## config.mk

```make
export PLATFORM = sky130hd
export DESIGN_NAME = note_judge_flat
export DESIGN_NICKNAME = d
export VERILOG_FILES = /design/src/rtl/note_judge_pkg.sv /design/src/rtl/note_judge_if.sv /design/src/rtl/note_judge_btn_debounce.sv /design/src/rtl/note_judge.sv /design/src/flat_wrapper.sv
export SDC_FILE = /design/constraint.sdc
export NUM_CORES = 1
export LEC_CHECK = 0
export BUFFER_PORTS_ARGS = -buffer_cell sky130_fd_sc_hd__buf_2
export CAP_MARGIN = 15
export CELL_PAD_IN_SITES_DETAIL_PLACEMENT = 0
export CELL_PAD_IN_SITES_GLOBAL_PLACEMENT = 1
export CORE_MARGIN = 2
export CORE_UTILIZATION = 30
export DETAILED_ROUTE_END_ITERATION = 10
export GPL_TIMING_DRIVEN = 1
export HOLD_SLACK_MARGIN = 0.05
export PLACE_DENSITY_LB_ADDON = 0.08
export SLEW_MARGIN = 20
export SYNTH_ARGS = -nofsm -noshare
export SYNTH_HDL_FRONTEND = slang
export SYNTH_SLANG_ARGS = --single-unit
```

## constraint.sdc

```tcl
create_clock -name clk -period 5.2 [get_ports clk]
set_clock_uncertainty 0.15 [all_clocks]
set_input_delay 0 -clock clk [delete_from_list [all_inputs] [get_ports clk]]
set_output_delay 0 -clock clk [all_outputs]
set_load 0.005 [all_outputs]
```

## src/rtl/note_judge_pkg.sv

```systemverilog
// note_pkg: shared judgement encodings, lane indices and note geometry for note_judge.
// Latency: none (types and constants only).
// Backpressure: none.
package note_pkg;

    typedef enum logic [1:0] {
        JUDGE_NONE    = 2'd0,
        JUDGE_MISS    = 2'd1,
        JUDGE_GOOD    = 2'd2,
        JUDGE_PERFECT = 2'd3
    } judge_e;

    localparam int LANE_R        = 0;
    localparam int LANE_B        = 1;
    localparam int OFFSET_CENTER = 8;
    localparam int NOTE_W        = 10;

    // Distance of the scroll phase from the hit-slot centre, |off - 8|.
    function automatic logic [3:0] center_dist(input logic [3:0] off);
        logic [3:0] c;
        c = 4'(OFFSET_CENTER);
        return (off >= c) ? (off - c) : (c - off);
    endfunction

endpackage

```

## src/rtl/note_judge_if.sv

```systemverilog
// note_judge_if: note stream, raw buttons and scoring outputs of the judge stage.
// Latency: none (wires only).
// Backpressure: none; all signals are sampled every clk_div cycle.
// Ports: bottom/note_R/note_B/offset/finish flow master->slave,
//        score/combo/max_combo/judge/judge_lane/judge_valid flow slave->master.
interface note_judge_if;
    import note_pkg::*;

    logic [1:0]        bottom;
    logic [NOTE_W-1:0] note_R;
    logic [NOTE_W-1:0] note_B;
    logic [3:0]        offset;
    logic              finish;

    logic [15:0]       score;
    logic [7:0]        combo;
    logic [7:0]        max_combo;
    logic [1:0]        judge;
    logic              judge_lane;
    logic              judge_valid;

    modport master (
        output bottom, note_R, note_B, offset, finish,
        input  score, combo, max_combo, judge, judge_lane, judge_valid
    );

    modport slave (
        input  bottom, note_R, note_B, offset, finish,
        output score, combo, max_combo, judge, judge_lane, judge_valid
    );

endinterface

```

## src/rtl/note_judge_btn_debounce.sv

```systemverilog
// btn_debounce: 2-FF synchroniser, stability counter and rising-edge press pulse for one button.
// Latency: 2 + DEB_CYCLES cycles from a clean raw edge to the press pulse.
// Backpressure: none; the press pulse is one cycle wide and never held.
// Ports: clk, rst (async active-low), btn_raw in; level (debounced), press (pulse) out.
module btn_debounce #(
    parameter int DEB_CYCLES = 16
) (
    input  logic clk,
    input  logic rst,
    input  logic btn_raw,
    output logic level,
    output logic press
);
    localparam int CW = (DEB_CYCLES > 1) ? $clog2(DEB_CYCLES) : 1;

    logic          sync1_q, sync1_d;
    logic          sync2_q, sync2_d;
    logic [CW-1:0] cnt_q, cnt_d;
    logic          deb_q, deb_d;
    logic          press_q, press_d;

    always_comb begin
        sync1_d = btn_raw;
        sync2_d = sync1_q;
        cnt_d   = '0;
        deb_d   = deb_q;
        press_d = 1'b0;
        // Any sample agreeing with the debounced level restarts the count.
        if (sync2_q != deb_q) begin
            if (cnt_q == CW'(DEB_CYCLES - 1)) begin
                deb_d   = ~deb_q;
                press_d = ~deb_q;
            end else begin
                cnt_d = cnt_q + 1'b1;
            end
        end
    end

    always_ff @(posedge clk or negedge rst) begin
        if (!rst) begin
            sync1_q <= 1'b0;
            sync2_q <= 1'b0;
            cnt_q   <= '0;
            deb_q   <= 1'b0;
            press_q <= 1'b0;
        end else begin
            sync1_q <= sync1_d;
            sync2_q <= sync2_d;
            cnt_q   <= cnt_d;
            deb_q   <= deb_d;
            press_q <= press_d;
        end
    end

    assign level = deb_q;
    assign press = press_q;

endmodule

```

## src/rtl/note_judge.sv

```systemverilog
// note_judge: debounces both lane buttons and judges presses/misses against the hit slot into score and combo.
// Latency: outputs registered, one cycle after the press or step-boundary cycle.
// Backpressure: none; finish=1 freezes judging while the debouncers keep running.
// Ports: clk, rst (async active-low), bus (note_judge_if.slave).
// Option: EMPTY_PRESS_PENALTY_EN makes an empty press break the combo and report MISS.
module note_judge
    import note_pkg::*;
#(
    parameter int DEB_CYCLES  = 16,
    parameter int PERFECT_WIN = 2,
    parameter int PTS_PERFECT = 2,
    parameter int PTS_GOOD    = 1
) (
    input  logic        clk,
    input  logic        rst,
    note_judge_if.slave bus
);
    logic [1:0] deb_level, deb_press, lane_press;

    for (genvar i = 0; i < 2; i++) begin : g_lane
        btn_debounce #(.DEB_CYCLES(DEB_CYCLES)) u_deb (
            .clk     (clk),
            .rst     (rst),
            .btn_raw (bus.bottom[i]),
            .level   (deb_level[i]),
            .press   (deb_press[i])
        );
    end

    // The press pulse and the debounced level rise together; requiring both
    // means a press is only credited while the lane is actually held.
    assign lane_press = deb_press & deb_level;

    logic [3:0]  offset_q, offset_d;
    logic [1:0]  slot_q, slot_d;
    logic [1:0]  consumed_q, consumed_d;
    logic [15:0] score_q, score_d;
    logic [7:0]  combo_q, combo_d;
    logic [7:0]  max_combo_q, max_combo_d;
    judge_e      judge_q, judge_d;
    logic        judge_lane_q, judge_lane_d;
    logic        judge_valid_q, judge_valid_d;

    logic        boundary, perfect, sel_lane;
    logic [1:0]  slot_now, cons_eff, miss, hit, penalty, lane_evt, n_hits;
    logic [16:0] pts, score_sum;
    logic [7:0]  combo_base;
    logic [8:0]  combo_sum;

    always_comb begin
        slot_now = {bus.note_B[0], bus.note_R[0]};
        boundary = (offset_q == 4'd15) && (bus.offset == 4'd0);
        perfect  = int'(center_dist(bus.offset)) <= PERFECT_WIN;

        // On a boundary the miss check sees the old slot; the press is judged
        // against the new slot with its consumed flag already cleared.
        cons_eff = boundary ? 2'b00 : consumed_q;
        miss     = boundary ? (slot_q & ~consumed_q) : 2'b00;
        hit      = lane_press & slot_now & ~cons_eff;
`ifdef EMPTY_PRESS_PENALTY_EN
        penalty  = lane_press & ~hit;
`else
        penalty  = 2'b00;
`endif
        lane_evt = miss | hit | penalty;
        n_hits   = {1'b0, hit[0]} + {1'b0, hit[1]};

        pts = 17'd0;
        for (int i = 0; i < 2; i++) begin
            if (hit[i]) pts = pts + (perfect ? 17'(PTS_PERFECT) : 17'(PTS_GOOD));
        end
        score_sum  = {1'b0, score_q} + pts;
        // Break the combo first, then count this cycle's hits on top.
        combo_base = (|(miss | penalty)) ? 8'd0 : combo_q;
        combo_sum  = {1'b0, combo_base} + {7'd0, n_hits};
        sel_lane   = ~lane_evt[LANE_R];

        offset_d      = bus.offset;
        slot_d        = slot_now;
        consumed_d    = consumed_q;
        score_d       = score_q;
        combo_d       = combo_q;
        max_combo_d   = max_combo_q;
        judge_d       = judge_q;
        judge_lane_d  = judge_lane_q;
        judge_valid_d = 1'b0;

        if (!bus.finish) begin
            consumed_d = cons_eff | hit;
            if (|lane_evt) begin
                score_d       = score_sum[16] ? 16'hFFFF : score_sum[15:0];
                combo_d       = combo_sum[8] ? 8'hFF : combo_sum[7:0];
                max_combo_d   = (combo_d > max_combo_q) ? combo_d : max_combo_q;
                judge_valid_d = 1'b1;
                judge_lane_d  = sel_lane;
                if (miss[sel_lane] || penalty[sel_lane]) judge_d = JUDGE_MISS;
                else if (perfect)                        judge_d = JUDGE_PERFECT;
                else                                     judge_d = JUDGE_GOOD;
            end
        end
    end

    always_ff @(posedge clk or negedge rst) begin
        if (!rst) begin
            offset_q      <= 4'd0;
            slot_q        <= 2'b00;
            consumed_q    <= 2'b00;
            score_q       <= 16'd0;
            combo_q       <= 8'd0;
            max_combo_q   <= 8'd0;
            judge_q       <= JUDGE_NONE;
            judge_lane_q  <= 1'b0;
            judge_valid_q <= 1'b0;
        end else begin
            offset_q      <= offset_d;
            slot_q        <= slot_d;
            consumed_q    <= consumed_d;
            score_q       <= score_d;
            combo_q       <= combo_d;
            max_combo_q   <= max_combo_d;
            judge_q       <= judge_d;
            judge_lane_q  <= judge_lane_d;
            judge_valid_q <= judge_valid_d;
        end
    end

    assign bus.score       = score_q;
    assign bus.combo       = combo_q;
    assign bus.max_combo   = max_combo_q;
    assign bus.judge       = judge_q;
    assign bus.judge_lane  = judge_lane_q;
    assign bus.judge_valid = judge_valid_q;

endmodule

```

## src/flat_wrapper.sv

```systemverilog
// flat-port wrapper written by rule: the top's interface ports become plain ports
module note_judge_flat import note_pkg::*;
#(
    parameter int DEB_CYCLES  = 16,
    parameter int PERFECT_WIN = 2,
    parameter int PTS_PERFECT = 2,
    parameter int PTS_GOOD    = 1
)
  (clk, rst, bus_bottom, bus_note_R, bus_note_B, bus_offset, bus_finish, bus_score, bus_combo, bus_max_combo, bus_judge, bus_judge_lane, bus_judge_valid);
  note_judge_if bus_i ();
  input  logic clk;
  input  logic rst;
  input wire logic [$bits(bus_i.bottom)-1:0] bus_bottom;
  input wire logic [$bits(bus_i.note_R)-1:0] bus_note_R;
  input wire logic [$bits(bus_i.note_B)-1:0] bus_note_B;
  input wire logic [$bits(bus_i.offset)-1:0] bus_offset;
  input wire logic [$bits(bus_i.finish)-1:0] bus_finish;
  output wire logic [$bits(bus_i.score)-1:0] bus_score;
  output wire logic [$bits(bus_i.combo)-1:0] bus_combo;
  output wire logic [$bits(bus_i.max_combo)-1:0] bus_max_combo;
  output wire logic [$bits(bus_i.judge)-1:0] bus_judge;
  output wire logic [$bits(bus_i.judge_lane)-1:0] bus_judge_lane;
  output wire logic [$bits(bus_i.judge_valid)-1:0] bus_judge_valid;
  assign bus_i.bottom = bus_bottom;
  assign bus_i.note_R = bus_note_R;
  assign bus_i.note_B = bus_note_B;
  assign bus_i.offset = bus_offset;
  assign bus_i.finish = bus_finish;
  assign bus_score = bus_i.score;
  assign bus_combo = bus_i.combo;
  assign bus_max_combo = bus_i.max_combo;
  assign bus_judge = bus_i.judge;
  assign bus_judge_lane = bus_i.judge_lane;
  assign bus_judge_valid = bus_i.judge_valid;
  note_judge #(.DEB_CYCLES(DEB_CYCLES), .PERFECT_WIN(PERFECT_WIN), .PTS_PERFECT(PTS_PERFECT), .PTS_GOOD(PTS_GOOD)) u_core (.clk(clk), .rst(rst), .bus(bus_i));
endmodule
```

==> impl_metrics.csv <==
group,metric,value,unit
synthesis,synth_ff_type,"dfrtp_1",
synthesis,yosys-top-cells-area,"dfrtp_1, ha_1, mux2_2",
timing,clock.fmax,214,MHz
critical_path,max_stage_delay,530,ps
synthesis,syn_area,3230,sq um
routing,dr.pass1.iters,4,
floorplan,core,10400,sq um
clock_network,clk_pin_slew,70,ps
synthesis,netlist_instances,319,
clock_network,cts_resized,0,
global_route,grt_pass1_vias,2557,
global_route,grt.total_usage,13.9,%
floorplan,num_rows,37,
pwr,p_leak,1.88,nW
floorplan,boundaryPins,65,
critical_path,path_delay_family,"simple AND/OR/NAND/NOR gates",
timing,setup_viol,0,
clock_network,cts_tree,"yes",
timing,final.setup.tns,0,ps
routing,antenna_left,0,
global_route,grt_max_degree,61,
synthesis,seq_area_frac_synth,46.4,%
min_path,hold_class,"input port to flop",
synthesis,syn_nets,369,
critical_path,start_kind,"input port",
critical_path,cp-end-kind,"flop",
final_layout,syn_to_final_growth,22.4,%
final_layout,antenna_cells,0,
pwr,switching_share,22.5,%
routing,vias_per_cell,4.94,
timing,min_period,4660,ps
clock_network,cts_sinks,60,
clock_network,cts_buffers,9,
synthesis,ys_ff_latch,60,
place,hpwl,5.13,mm
synthesis,synth_area_per_cell,10.1,sq um
final_layout,layout-drive-gt1-share,23.8,%
floorplan,die_area,11600,sq um
clock_network,max-clock-path-buffers,2,
job,cap_violations,0,
pwr,power_frac_seq,46.4,%
place,gp_congestion,0.776,
critical_path,crit_slowest_cell,"dlygate4sd3_1",
clock_network,cts_htree_levels,3,
final_layout,final_core_util,38.0,%
synthesis,synth_edf_count,0,
critical_path,crit_chain,"dlygate4sd3_1 > buf_2 > inv_1 > ha_1 > nand2b_1 > or3_1 > a21o_1 > fa_1 > inv_1 > ha_1 > nand4_1 > nor2_1 > nand2b_1 > nand2_1 > inv_1 > ha_1 > nor2b_1 > o211ai_1 > a21o_1 > a211oi_4 > mux2_2",
pwr,p_clk_share,47.3,%
floorplan,die_h,108,um
global_route,grt.overflow.total,0,
pwr,power,1.06,mW
timing,maxSlewViolCount,0,
timing,finalHoldViolCount,0,
routing,wl_per_cell,14.2,um
clock_network,cts-root-buf,"clkbuf_8",
critical_path,cp_data_arrival_time,4730,ps
global_route,antenna_found_initial,0,
pwr,p_sw,0.238,mW
timing,worst_pin_slew,846,ps
timing,maxSlewHeadroom,43.3,%
synthesis,synthArstFlopShare,100,%
pwr,peakVddDrop,0.140,mV
clock_network,post_cts_buffers,0,
outcome,status,"complete, no violations",
floorplan,die_w,108,um
synthesis,synth_top_area_share,46.4,%
clock_network,hold_buffers,10,
timing,rsz0062_at_grt,"false",
floorplan,start_util,31.0,%
critical_path,required,5270,ps
pwr,p_int,0.818,mW
routing,drcViolationCount,0,
synthesis,synth_warnings,0,
critical_path,critPathBufInv,5,
critical_path,critPathKind,"input port to flop",
critical_path,worstPathMaxFanout,8,
pwr,powerDensity,267,nW/um^2
routing,vias,2577,
synthesis,netlist-cell-type-count,50,
clock_network,worstSkewPairLatency,340,ps
global_route,grt_pass1_wl,12.6,mm
place,io_buffer_count,46,
final_layout,final_nets,431,
synthesis,synth_top_area_cell,"dfrtp_1",
pwr,combPwrFrac,6.3,%
routing,routed_wl,7.40,mm
routing,drt_iter0_markers,106,
timing,finalCritPeriodShare,89.7,%
==> power groups by stage <==
stage,combinational (mW),clock (mW),sequential (mW)
after CTS,0.0692,0.517,0.490
final,0.0665,0.499,0.490
after detailed placement,0.0631,0,0.499
after global placement,0.0624,0,0.499
after floorplan,0.0318,0,0.497
after global routing,0.0777,0.538,0.492
==> flip-flops by register name, indices dropped and copies added (netlist names) <==
register and cells:
u_core.bus.score 16, u_core.bus.combo 8, u_core.bus.max_combo 8, u_core.g_lane.u_deb.cnt_q 8
u_core.offset_q 4, u_core.bus.judge 2, u_core.consumed_q 2, u_core.g_lane.u_deb.level 2
u_core.g_lane.u_deb.press 2, u_core.g_lane.u_deb.sync1_q 2, u_core.g_lane.u_deb.sync2_q 2, u_core.slot_q 2
u_core.bus.judge_lane 1, u_core.bus.judge_valid 1
==> final timing paths <==
path / from / to / slack, ps / depth (start not counted)
worst max register to register: u_core.offset_q[3] / u_core.bus.max_combo[3] / 640 / 17
worst max-delay path: bus_offset[0] / u_core.bus.max_combo[3] / 540 / 21
max in group asynchronous: rst / u_core.bus.score[15] / 4160 / 3
min in group asynchronous: rst / u_core.bus.max_combo[4] / 200 / 3
worst min-delay path: bus_bottom[0] / u_core.g_lane[0].u_deb.sync1_q / 150 / 2
worst min register to register: u_core.g_lane[1].u_deb.sync1_q / u_core.g_lane[1].u_deb.sync2_q / 200 / 0
==> routing by layer <==
metal | GRT usage, % | routed length, um
met5 | 0 | 0
met4 | 4.67 | 71
met3 | 4.06 | 285
met2 | 23.2 | 3650
met1 | 17.1 | 3400
==> worst register-to-register path: stages (launching register included) <==
cell and delay (ps):
dfrtp_1 330, nand4_1 210, or3_1 450, a21o_1 260, fa_1 410, inv_1 100
ha_1 300, nand4_1 190, nor2_1 170, nand2b_1 220, nand2_1 170, inv_1 50
ha_1 170, nor2b_1 110, o211ai_1 80, a21o_1 190, a211oi_4 470, mux2_2 390
==> cell families after synthesis <==
logic type                 count (synthesis)  share of synthesized area [%]
AOI/OAI and AO/OA                         64                           12.7
xor gates and xnor gates                   7                           1.90
adders and majority gates                 21                           8.59
buffers and inverters                     31                           4.02
DFF                                       60                           46.4
muxes                                     19                           6.50
and+or+nand+nor                          117                           19.8
==> synthesized netlist by cell type (2+ instances only) <==
cell / instances
a21o_1: 3
a21oi_1: 19
a31oi_1: 6
buf_2: 5
clkbuf_1: 3
dfrtp_1: 60
fa_1: 2
ha_1: 19
inv_1: 21
mux2_2: 16
mux2i_1: 3
nand2_1: 20
nand2b_1: 8
nand3_1: 22
nand4_1: 6
nand4b_1: 5
nor2_1: 23
nor2b_1: 4
nor3_1: 4
nor3b_1: 5
nor4_1: 2
o211ai_1: 2
o21ai_0: 16
o21bai_1: 2
o22ai_1: 2
o31ai_1: 4
or3_1: 8
or4_1: 2
xnor2_1: 4
xor2_1: 3
==> cell type report <==
class / instances / area (sq um)
Timing Repair Buffer: 60 / 360
Inverter: 22 / 82.6
Tap cell: 136 / 170
Fill cell: 1073 / 6460
Multi-Input combinational cell: 228 / 1610
Sequential cell: 60 / 1500
Clock inverter: 3 / 67.6
Clock buffer: 13 / 169
==> stage by stage <==
step	worst slack, ps	hold WS (ps)	cell area, sq um	cells
floorplan	1230	-446	3230	319
global placement	586	-40.9	3620	496
detailed placement	642	-38.7	3620	496
CTS	523	128	3950	522
global route	98.4	141	3960	522
finish	538	153	3960	522
==> cell usage in the layout (no fill, tap or decap), types with 4 or more instances in the layout <==
cell type	count
nor2_1	23
buf_4	4
nand3_1	22
or3_1	8
a31oi_1	5
buf_2	46
o31ai_1	4
nor2b_1	4
mux2_2	16
clkbuf_8	12
nor3b_1	5
nor3_1	4
nand4b_1	5
nand4_1	6
o21ai_0	16
xnor2_1	4
a21oi_1	19
dlygate4sd3_1	10
nand2_1	20
nand2b_1	8
dfrtp_1	60
inv_1	21
ha_1	19
No activity file was read; power rests on OpenSTA's default activity.
